File: config.mk
export PLATFORM = sky130hd
export DESIGN_NAME = prog_mem_flat
export DESIGN_NICKNAME = d
export VERILOG_FILES = /design/src/rtl/prog_mem_if.sv /design/src/rtl/prog_mem.sv /design/src/flat_wrapper.sv
export SDC_FILE = /design/constraint.sdc
export NUM_CORES = 1
export LEC_CHECK = 0
export ABC_AREA = 0
export BUFFER_PORTS_ARGS = -buffer_cell sky130_fd_sc_hd__buf_2
export CORE_MARGIN = 2
export CORE_UTILIZATION = 62
export DETAILED_ROUTE_END_ITERATION = 12
export PLACE_DENSITY = 0.8
export SYNTH_ARGS = -nofsm -noshare
export SYNTH_HDL_FRONTEND = slang
export SYNTH_SLANG_ARGS = --single-unit
File: constraint.sdc
create_clock -name clock -period 2.8 [get_ports clock]
set_input_delay 0.42 -clock clock [delete_from_list [all_inputs] [get_ports clock]]
set_output_delay 0.42 -clock clock [all_outputs]
set_load 0.005 [all_outputs]
File: src/rtl/prog_mem_if.sv
// Bus between the host/CPU side and the program memory: CPU fetch pins plus
// the byte-wide load port and its status outputs.
interface prog_mem_if #(
  parameter int AW     = 4,
  parameter int WORD_W = 8
);
  logic [AW-1:0]     addr;
  logic [WORD_W-1:0] data;
  logic              ld_start;
  logic              ld_valid;
  logic [WORD_W-1:0] ld_data;
  logic              ld_ready;
  logic              ld_done;
  logic              ld_error;
  logic              cpu_hold;

  modport master (
    output addr, ld_start, ld_valid, ld_data,
    input  data, ld_ready, ld_done, ld_error, cpu_hold
  );

  modport slave (
    input  addr, ld_start, ld_valid, ld_data,
    output data, ld_ready, ld_done, ld_error, cpu_hold
  );
endinterface

File: src/rtl/prog_mem.sv
// Program memory and loader for the 4-bit CPU. Serves fetches combinationally,
// accepts a new program plus trailing checksum over a valid/ready port, and
// holds the CPU in reset until a verified program is present.
module prog_mem #(
  parameter int DEPTH  = 16,
  parameter int WORD_W = 8,
  localparam int AW    = $clog2(DEPTH)
) (
  input  logic      clock,
  input  logic      reset,
  prog_mem_if.slave bus
);

  typedef enum logic [1:0] {IDLE, LOAD, CHECK} state_t;

  state_t                        state;
  logic [DEPTH-1:0][WORD_W-1:0]  mem;
  logic [AW-1:0]                 ptr;
  logic [WORD_W-1:0]             sum;
  logic [WORD_W-1:0]             sum_next;
  logic                          ready;
  logic                          done;
  logic                          error;
  logic                          hold;

  // Running checksum including the byte on the bus; a good program sums to zero.
  assign sum_next = sum + bus.ld_data;

  // Fetch path: held CPU sees zeros so a half-loaded program is never executed.
  assign bus.data     = hold ? '0 : mem[bus.addr];
  assign bus.ld_ready = ready;
  assign bus.ld_done  = done;
  assign bus.ld_error = error;
  assign bus.cpu_hold = hold;

  // Loader FSM with registered handshake/status outputs.
  always_ff @(posedge clock) begin
    if (reset) begin
      state <= IDLE;
      ptr   <= '0;
      sum   <= '0;
      mem   <= '0;
      ready <= 1'b0;
      done  <= 1'b0;
      error <= 1'b0;
      hold  <= 1'b1;
    end else begin
      done <= 1'b0;
      if (bus.ld_start) begin
        // Start (or restart) wins over any transfer in the same cycle; words
        // already written are left in place and get overwritten by the reload.
        state <= LOAD;
        ptr   <= '0;
        sum   <= '0;
        ready <= 1'b1;
        error <= 1'b0;
        hold  <= 1'b1;
      end else begin
        unique case (state)
          IDLE: ;
          LOAD: begin
            if (bus.ld_valid) begin
              mem[ptr] <= bus.ld_data;
              sum      <= sum_next;
              ptr      <= ptr + AW'(1);
              if (ptr == AW'(DEPTH - 1)) state <= CHECK;
            end
          end
          CHECK: begin
            if (bus.ld_valid) begin
              state <= IDLE;
              ready <= 1'b0;
              if (sum_next == '0) begin
                done <= 1'b1;
                hold <= 1'b0;
              end else begin
                error <= 1'b1;
              end
            end
          end
          default: state <= IDLE;
        endcase
      end
    end
  end

endmodule

File: src/flat_wrapper.sv
// flat-port wrapper written by rule: the top's interface ports become plain ports
module prog_mem_flat 
#(
  parameter int DEPTH  = 16,
  parameter int WORD_W = 8,
  localparam int AW    = $clog2(DEPTH)
)
  (clock, reset, bus_addr, bus_ld_start, bus_ld_valid, bus_ld_data, bus_data, bus_ld_ready, bus_ld_done, bus_ld_error, bus_cpu_hold);
  prog_mem_if #(.WORD_W(WORD_W)) bus_i ();
  input  logic clock;
  input  logic reset;
  input wire logic [$bits(bus_i.addr)-1:0] bus_addr;
  input wire logic [$bits(bus_i.ld_start)-1:0] bus_ld_start;
  input wire logic [$bits(bus_i.ld_valid)-1:0] bus_ld_valid;
  input wire logic [$bits(bus_i.ld_data)-1:0] bus_ld_data;
  output wire logic [$bits(bus_i.data)-1:0] bus_data;
  output wire logic [$bits(bus_i.ld_ready)-1:0] bus_ld_ready;
  output wire logic [$bits(bus_i.ld_done)-1:0] bus_ld_done;
  output wire logic [$bits(bus_i.ld_error)-1:0] bus_ld_error;
  output wire logic [$bits(bus_i.cpu_hold)-1:0] bus_cpu_hold;
  assign bus_i.addr = bus_addr;
  assign bus_i.ld_start = bus_ld_start;
  assign bus_i.ld_valid = bus_ld_valid;
  assign bus_i.ld_data = bus_ld_data;
  assign bus_data = bus_i.data;
  assign bus_ld_ready = bus_i.ld_ready;
  assign bus_ld_done = bus_i.ld_done;
  assign bus_ld_error = bus_i.ld_error;
  assign bus_cpu_hold = bus_i.cpu_hold;
  prog_mem #(.DEPTH(DEPTH), .WORD_W(WORD_W)) u_core (.clock(clock), .reset(reset), .bus(bus_i));
endmodule
=== Yosys cells after proc, flatten, opt, wreduce, memory -nomap -nowiden ===
Index checks and enable logic that the tools add are counted.

* Flip-flop bits (word level): 146
* Latch bits: 0
* RAM bits: 0
* Memory bits (read-only): 0
* Output and inout port bits: 12
* Word-level logic and storage cells: 73
* Memories: 0

* Add/subtract/negate cells: 2
* $mul: 0
* Div/mod/pow operators: 0
* Order comparisons: 3
* Equal/unequal tests: 10
* Shift-type cells: 0
* Multiplexer cells: 15
* Bitwise gates (word level): 5
* Reduce and logical (&&, ||, !) cells: 14

{| class="wikitable"
|+ Operator list
! kind !! number
|-
| bitwise mux 128 bit || 1
|-
| binary-select mux 8 bit (select 4 bit) || 1
|-
| demux 8 bit (select 4 bit) || 1
|-
| 2-to-1 mux 8 bit || 3
|-
| less-than comparator 4 x 5 -> 1 bit (second input constant) || 2
|-
| AND reduction 3 bit || 3
|-
| adder 8 bit || 1
|-
| logical NOT 8 bit || 1
|-
| AND reduction 4 bit || 2
|-
| 2-to-1 mux 2 bit || 3
|-
| != test 2 bit (second input constant) || 3
|-
| != test 3 bit (second input constant) || 2
|-
| one-hot mux 2 bit (3 select lines) || 1
|-
| 2-to-1 mux 1 bit || 5
|-
| inverter 1 bit || 5
|-
| adder 4 x 1 -> 4 bit (second input constant) || 1
|-
| == test 4 bit (second input constant) || 1
|-
| greater-or-equal comparator 4 x 1 -> 1 bit (second input constant) || 1
|-
| AND reduction 2 bit || 2
|-
| nonzero test 2 bit || 2
|-
| OR reduction 4 bit || 1
|-
| != test 3 x 2 -> 1 bit (second input constant) || 1
|-
| == test 2 x 1 -> 1 bit (second input constant) || 1
|-
| == test 2 bit (second input constant) || 1
|-
| 4 further kinds || 4
|}

=== Depth between registers and ports, before layout ===
* Depth in word-level cells: 5
* Depth in mapped cells: 7

=== Least setup slack after synthesis ===
Ideal clock, no wire load.

* Path type: input to output
* From: input bus_addr[2]
* To: output bus_data[0]
* Data arrival time: 1.888 ns
* Required time: 2.380 ns
* Path slack: 0.492 ns
* Stages on the path: 6
* Cells stage by stage: buf_2 > buf_4 > buf_2 > mux4_2 > mux4_2 > nor2b_1

* Cells in the longest elaborated chain, start to end: 3

{| class="wikitable"
|+ Ends and longest elaborated chain
! element !! RTL line !! source
|-
| start, declared || flat_wrapper.sv:12 || <nowiki>input wire logic [$bits(bus_i.addr)-1:0] bus_addr;</nowiki>
|-
| binary-select mux 8 bit (select 4 bit) || prog_mem.sv:30 || <nowiki>assign bus.data = hold ? '0 : mem[bus.addr];</nowiki>
|-
| 2-to-1 mux 8 bit (not written as such) || prog_mem.sv:30 ||
|-
| 2-to-1 mux 8 bit || prog_mem.sv:30 ||
|-
| end, declared || flat_wrapper.sv:16 || <nowiki>output wire logic [$bits(bus_i.data)-1:0] bus_data;</nowiki>
|}

Every way passes these cells. The select of a mux whose other input is x is not followed.

=== Final worst setup path ===
* From: input bus_addr[2]
* To: output bus_data[3]

The elaborated chain is that of the path after synthesis.

==> impl_metrics.csv <==
group,metric,value,unit
clock_tree,clk_latency,540,ps
clock_tree,postCtsHoldBufs,0,
worst_setup_path,timing.rr.end,"u_core.bus.ld_done",
timing,setup_violations,0,
worst_setup_path,end_kind,"primary output",
finish,final_cell_area,0.00765,sq mm
clock_tree,cts_root_buffer,"clkbuf_8",
min_path,hold_path_end,"u_core.state[1]",
synth,synth_edf_count,0,
timing,fmax,390,MHz
finish,finalNetCount,806,
clock_tree,htree_levels,4,
global_route,grt_pass1_wl,29800,um
global_route,antenna_found_initial,0,
timing,timing.setup.tns,0,ps
finish,drive_gt1_share,16.4,%
run_status,status,"complete, no violations",
route,final_antenna_net_count,0,
die,die_w,109,um
synth,ys_top_cells_by_area,"dfxtp_1 (43%), mux4_2 (13%), a21oi_1 (10%)",
min_path,whs_path_depth,4,
finish,n_fill_cell,781,
worst_setup_path,crit_path_max_fanout,15,
global_route,gr-total-overflow,0,
synth,synth_area_per_cell,8.68,sq um
route,dr.pass1.iters,6,
die,dieArea,0.0118,sq mm
worst_setup_path,r2r_setup_slack,360,ps
finish,multiInputGateArea,0.00353,sq mm
placement,placed_area,0.00702,sq mm
min_path,hold_start,"bus_ld_valid",
worst_setup_path,crit_required,2380,ps
timing,timing.slew.headroom,51.6,%
route,wl_per_cell,20.0,um
worst_setup_path,path_cells,"buf_2, buf_4, mux4_2, mux4_2, nor2b_1, buf_2",
power,fin_total_pwr,4.77,mW
worst_setup_path,startpoint_type,"input port",
placement,gp_congestion,0.884,
job,drv_cap,0,
finish,diodes,0,
die,core_area,0.0108,sq mm
die,initial_core_util,63.0,%
synth,synth_top_area_share,43.0,%
synth,synthTopCellsByCount,"nand2_1 (161), dfxtp_1 (146), a21oi_1 (140)",
synth,synth_nets,811,
finish,regArea,0.00292,sq mm
timing,skew,5.25,ps
die,dieHeight,109,um
finish,area_growth,12.5,%
placement,hpwl,12100,um
synth,ys_async_sr_fraction,0,%
route,num_vias,6026,
global_route,grt_max_degree,49,
die,fp-row-count,38,
synth,synth_area,0.00680,sq mm
worst_setup_path,critPathKind,"input port to primary output",
clock_tree,clkSinkCount,146,
power,powerDensity,624,mW/mm^2
timing,final_hold_viol_count,0,
global_route,grt_pass1_vias,5729,
power,p_leak,2.53,nW
global_route,grt_usage,33.5,%
synth,ys_seq_area_share,43.0,%
synth,synth_most_common_cell,"nand2_1",
route,drt-vias-per-instance,6.47,
clock_tree,clk_path_buf_depth,2,
clock_tree,clkTransAtPathRegs,60,ps
worst_setup_path,r2r_start,"u_core.sum[0]",
synth,ys_types,37,
power,irDropWorstVdd,0.616,mV
route,drc,0,
die,io_pins,28,
synth,synth_ff_type,"dfxtp_1",
worst_setup_path,slowest_stage,"mux4_2",
synth,synth_top_area_cell,"dfxtp_1",
worst_setup_path,arrival,2140,ps
timing,finalCritPeriodShare,91.5,%
worst_setup_path,slowest_delay,460,ps
placement,numPortBuffers,27,
synth,synth-seq-cells,146,
timing,worst_pin_slew,726,ps
route,wl,18700,um
clock_tree,cts_resized,0,
min_path,holdCritPathClass,"input port to flip-flop",
synth,synthCells,783,
clock_tree,postCtsSetupRepairBufs,0,
synth,yosysWarnings,0,
timing,rsz0062_at_grt,"no",
worst_setup_path,r2r_cells,7,
timing,final_max_slew_viol_count,0,
clock_tree,cts_buffers,17,
timing,finalCriticalPeriod,2560,ps
route,drtIter0Drc,822,
clock_tree,cts_tree,"built",
==> where the power goes <==
part	switching, mW	internal [mW]	leakage, nW
Sequential	0.00605	2.09	1.18
Clock	0.866	1.56	0.317
Combinational	0.172	0.0842	1.04
Total	1.04	3.73	2.53
==> metrics by stage <==
| step | hold WS (ps) | setup slack, ps | utilization, % | std cells |
|---|---|---|---|---|
| finish | 258 | 239 | 70.9 | 931 |
| global placement | 440 | 259 | 65.0 | 899 |
| global route | 276 | 131 | 70.9 | 931 |
| detailed placement | 444 | 220 | 65.0 | 899 |
| floorplan | 433 | 492 | - | 783 |
| CTS | 241 | 217 | 70.9 | 931 |
==> cell families (layout without fill, tap and decap cells) <==
kind of cell	Yosys count	after routing	share of synthesized area, %
flip-flops	146	146	43.0
AO/OA/AOI/OAI	157	157	12.2
adder cells (fa/ha/maj)	12	12	2.32
AND/OR/NAND/NOR	339	339	23.3
XOR/XNOR	6	6	0.773
buffers and inverters	83	91	5.17
multiplexers	40	40	13.2
==> flip-flops by register name (all words and copies together) (netlist names) <==
signal	count
u_core.mem	128
u_core.sum	8
u_core.ptr	4
u_core.state	2
u_core.bus.cpu_hold	1
u_core.bus.ld_done	1
u_core.bus.ld_error	1
u_core.bus.ld_ready	1
==> final cells by class <==
cell class | instances | share of cell area, %
clock buffer | 22 | 6.31
multi-input combinational | 554 | 46.1
clock inverter | 10 | 1.99
timing repair buffer | 53 | 4.84
sequential | 146 | 38.2
inverter | 6 | 0.294
tap | 140 | 2.29
==> how the worst max path moves through the flow <==
stage | start | endpoint | slack, ps
after floorplan | bus_addr[2] | bus_data[0] | 490
after global placement | bus_addr[2] | bus_data[5] | 260
after detailed placement | bus_ld_data[0] | u_core.bus.ld_done | 220
after CTS | u_core.mem[121] | bus_data[1] | 220
after global routing | bus_addr[2] | bus_data[3] | 130
final | bus_addr[2] | bus_data[3] | 240
==> worst max-delay path, delay by kind of cell <==
kind / cells / cell delay [ps]
muxes: 2 / 800
and+or+nand+nor: 1 / 140
buffers and inverters: 3 / 760
==> layout by cell type, fill, tap and decap left out, types with 4 or more instances in the layout <==
master,netlist,layout
bufinv_16,0,4
buf_2,14,26
nor3_1,5,5
clkbuf_8,0,6
inv_1,6,6
buf_4,2,24
nand3_1,133,133
nand2_1,161,161
clkbuf_16,0,16
xnor2_1,4,4
clkinv_2,0,5
mux4_2,40,40
dfxtp_1,146,146
a21oi_1,140,140
nor2_1,14,14
ha_1,11,11
nor2b_1,10,10
==> per-layer routing <==
layer / vias up / global-route usage (%) / wire (um) / share of wire [%]
met5: - / 0 / 0 / 0
met4: 0 / 15.8 / 602 / 3.2
met3: 53 / 7.89 / 1800 / 9.7
met2: 369 / 52.1 / 8810 / 47
met1: 2852 / 44.5 / 7440 / 40
li1: 2752 / - / - / -
Power figures use the tool's default switching activity.
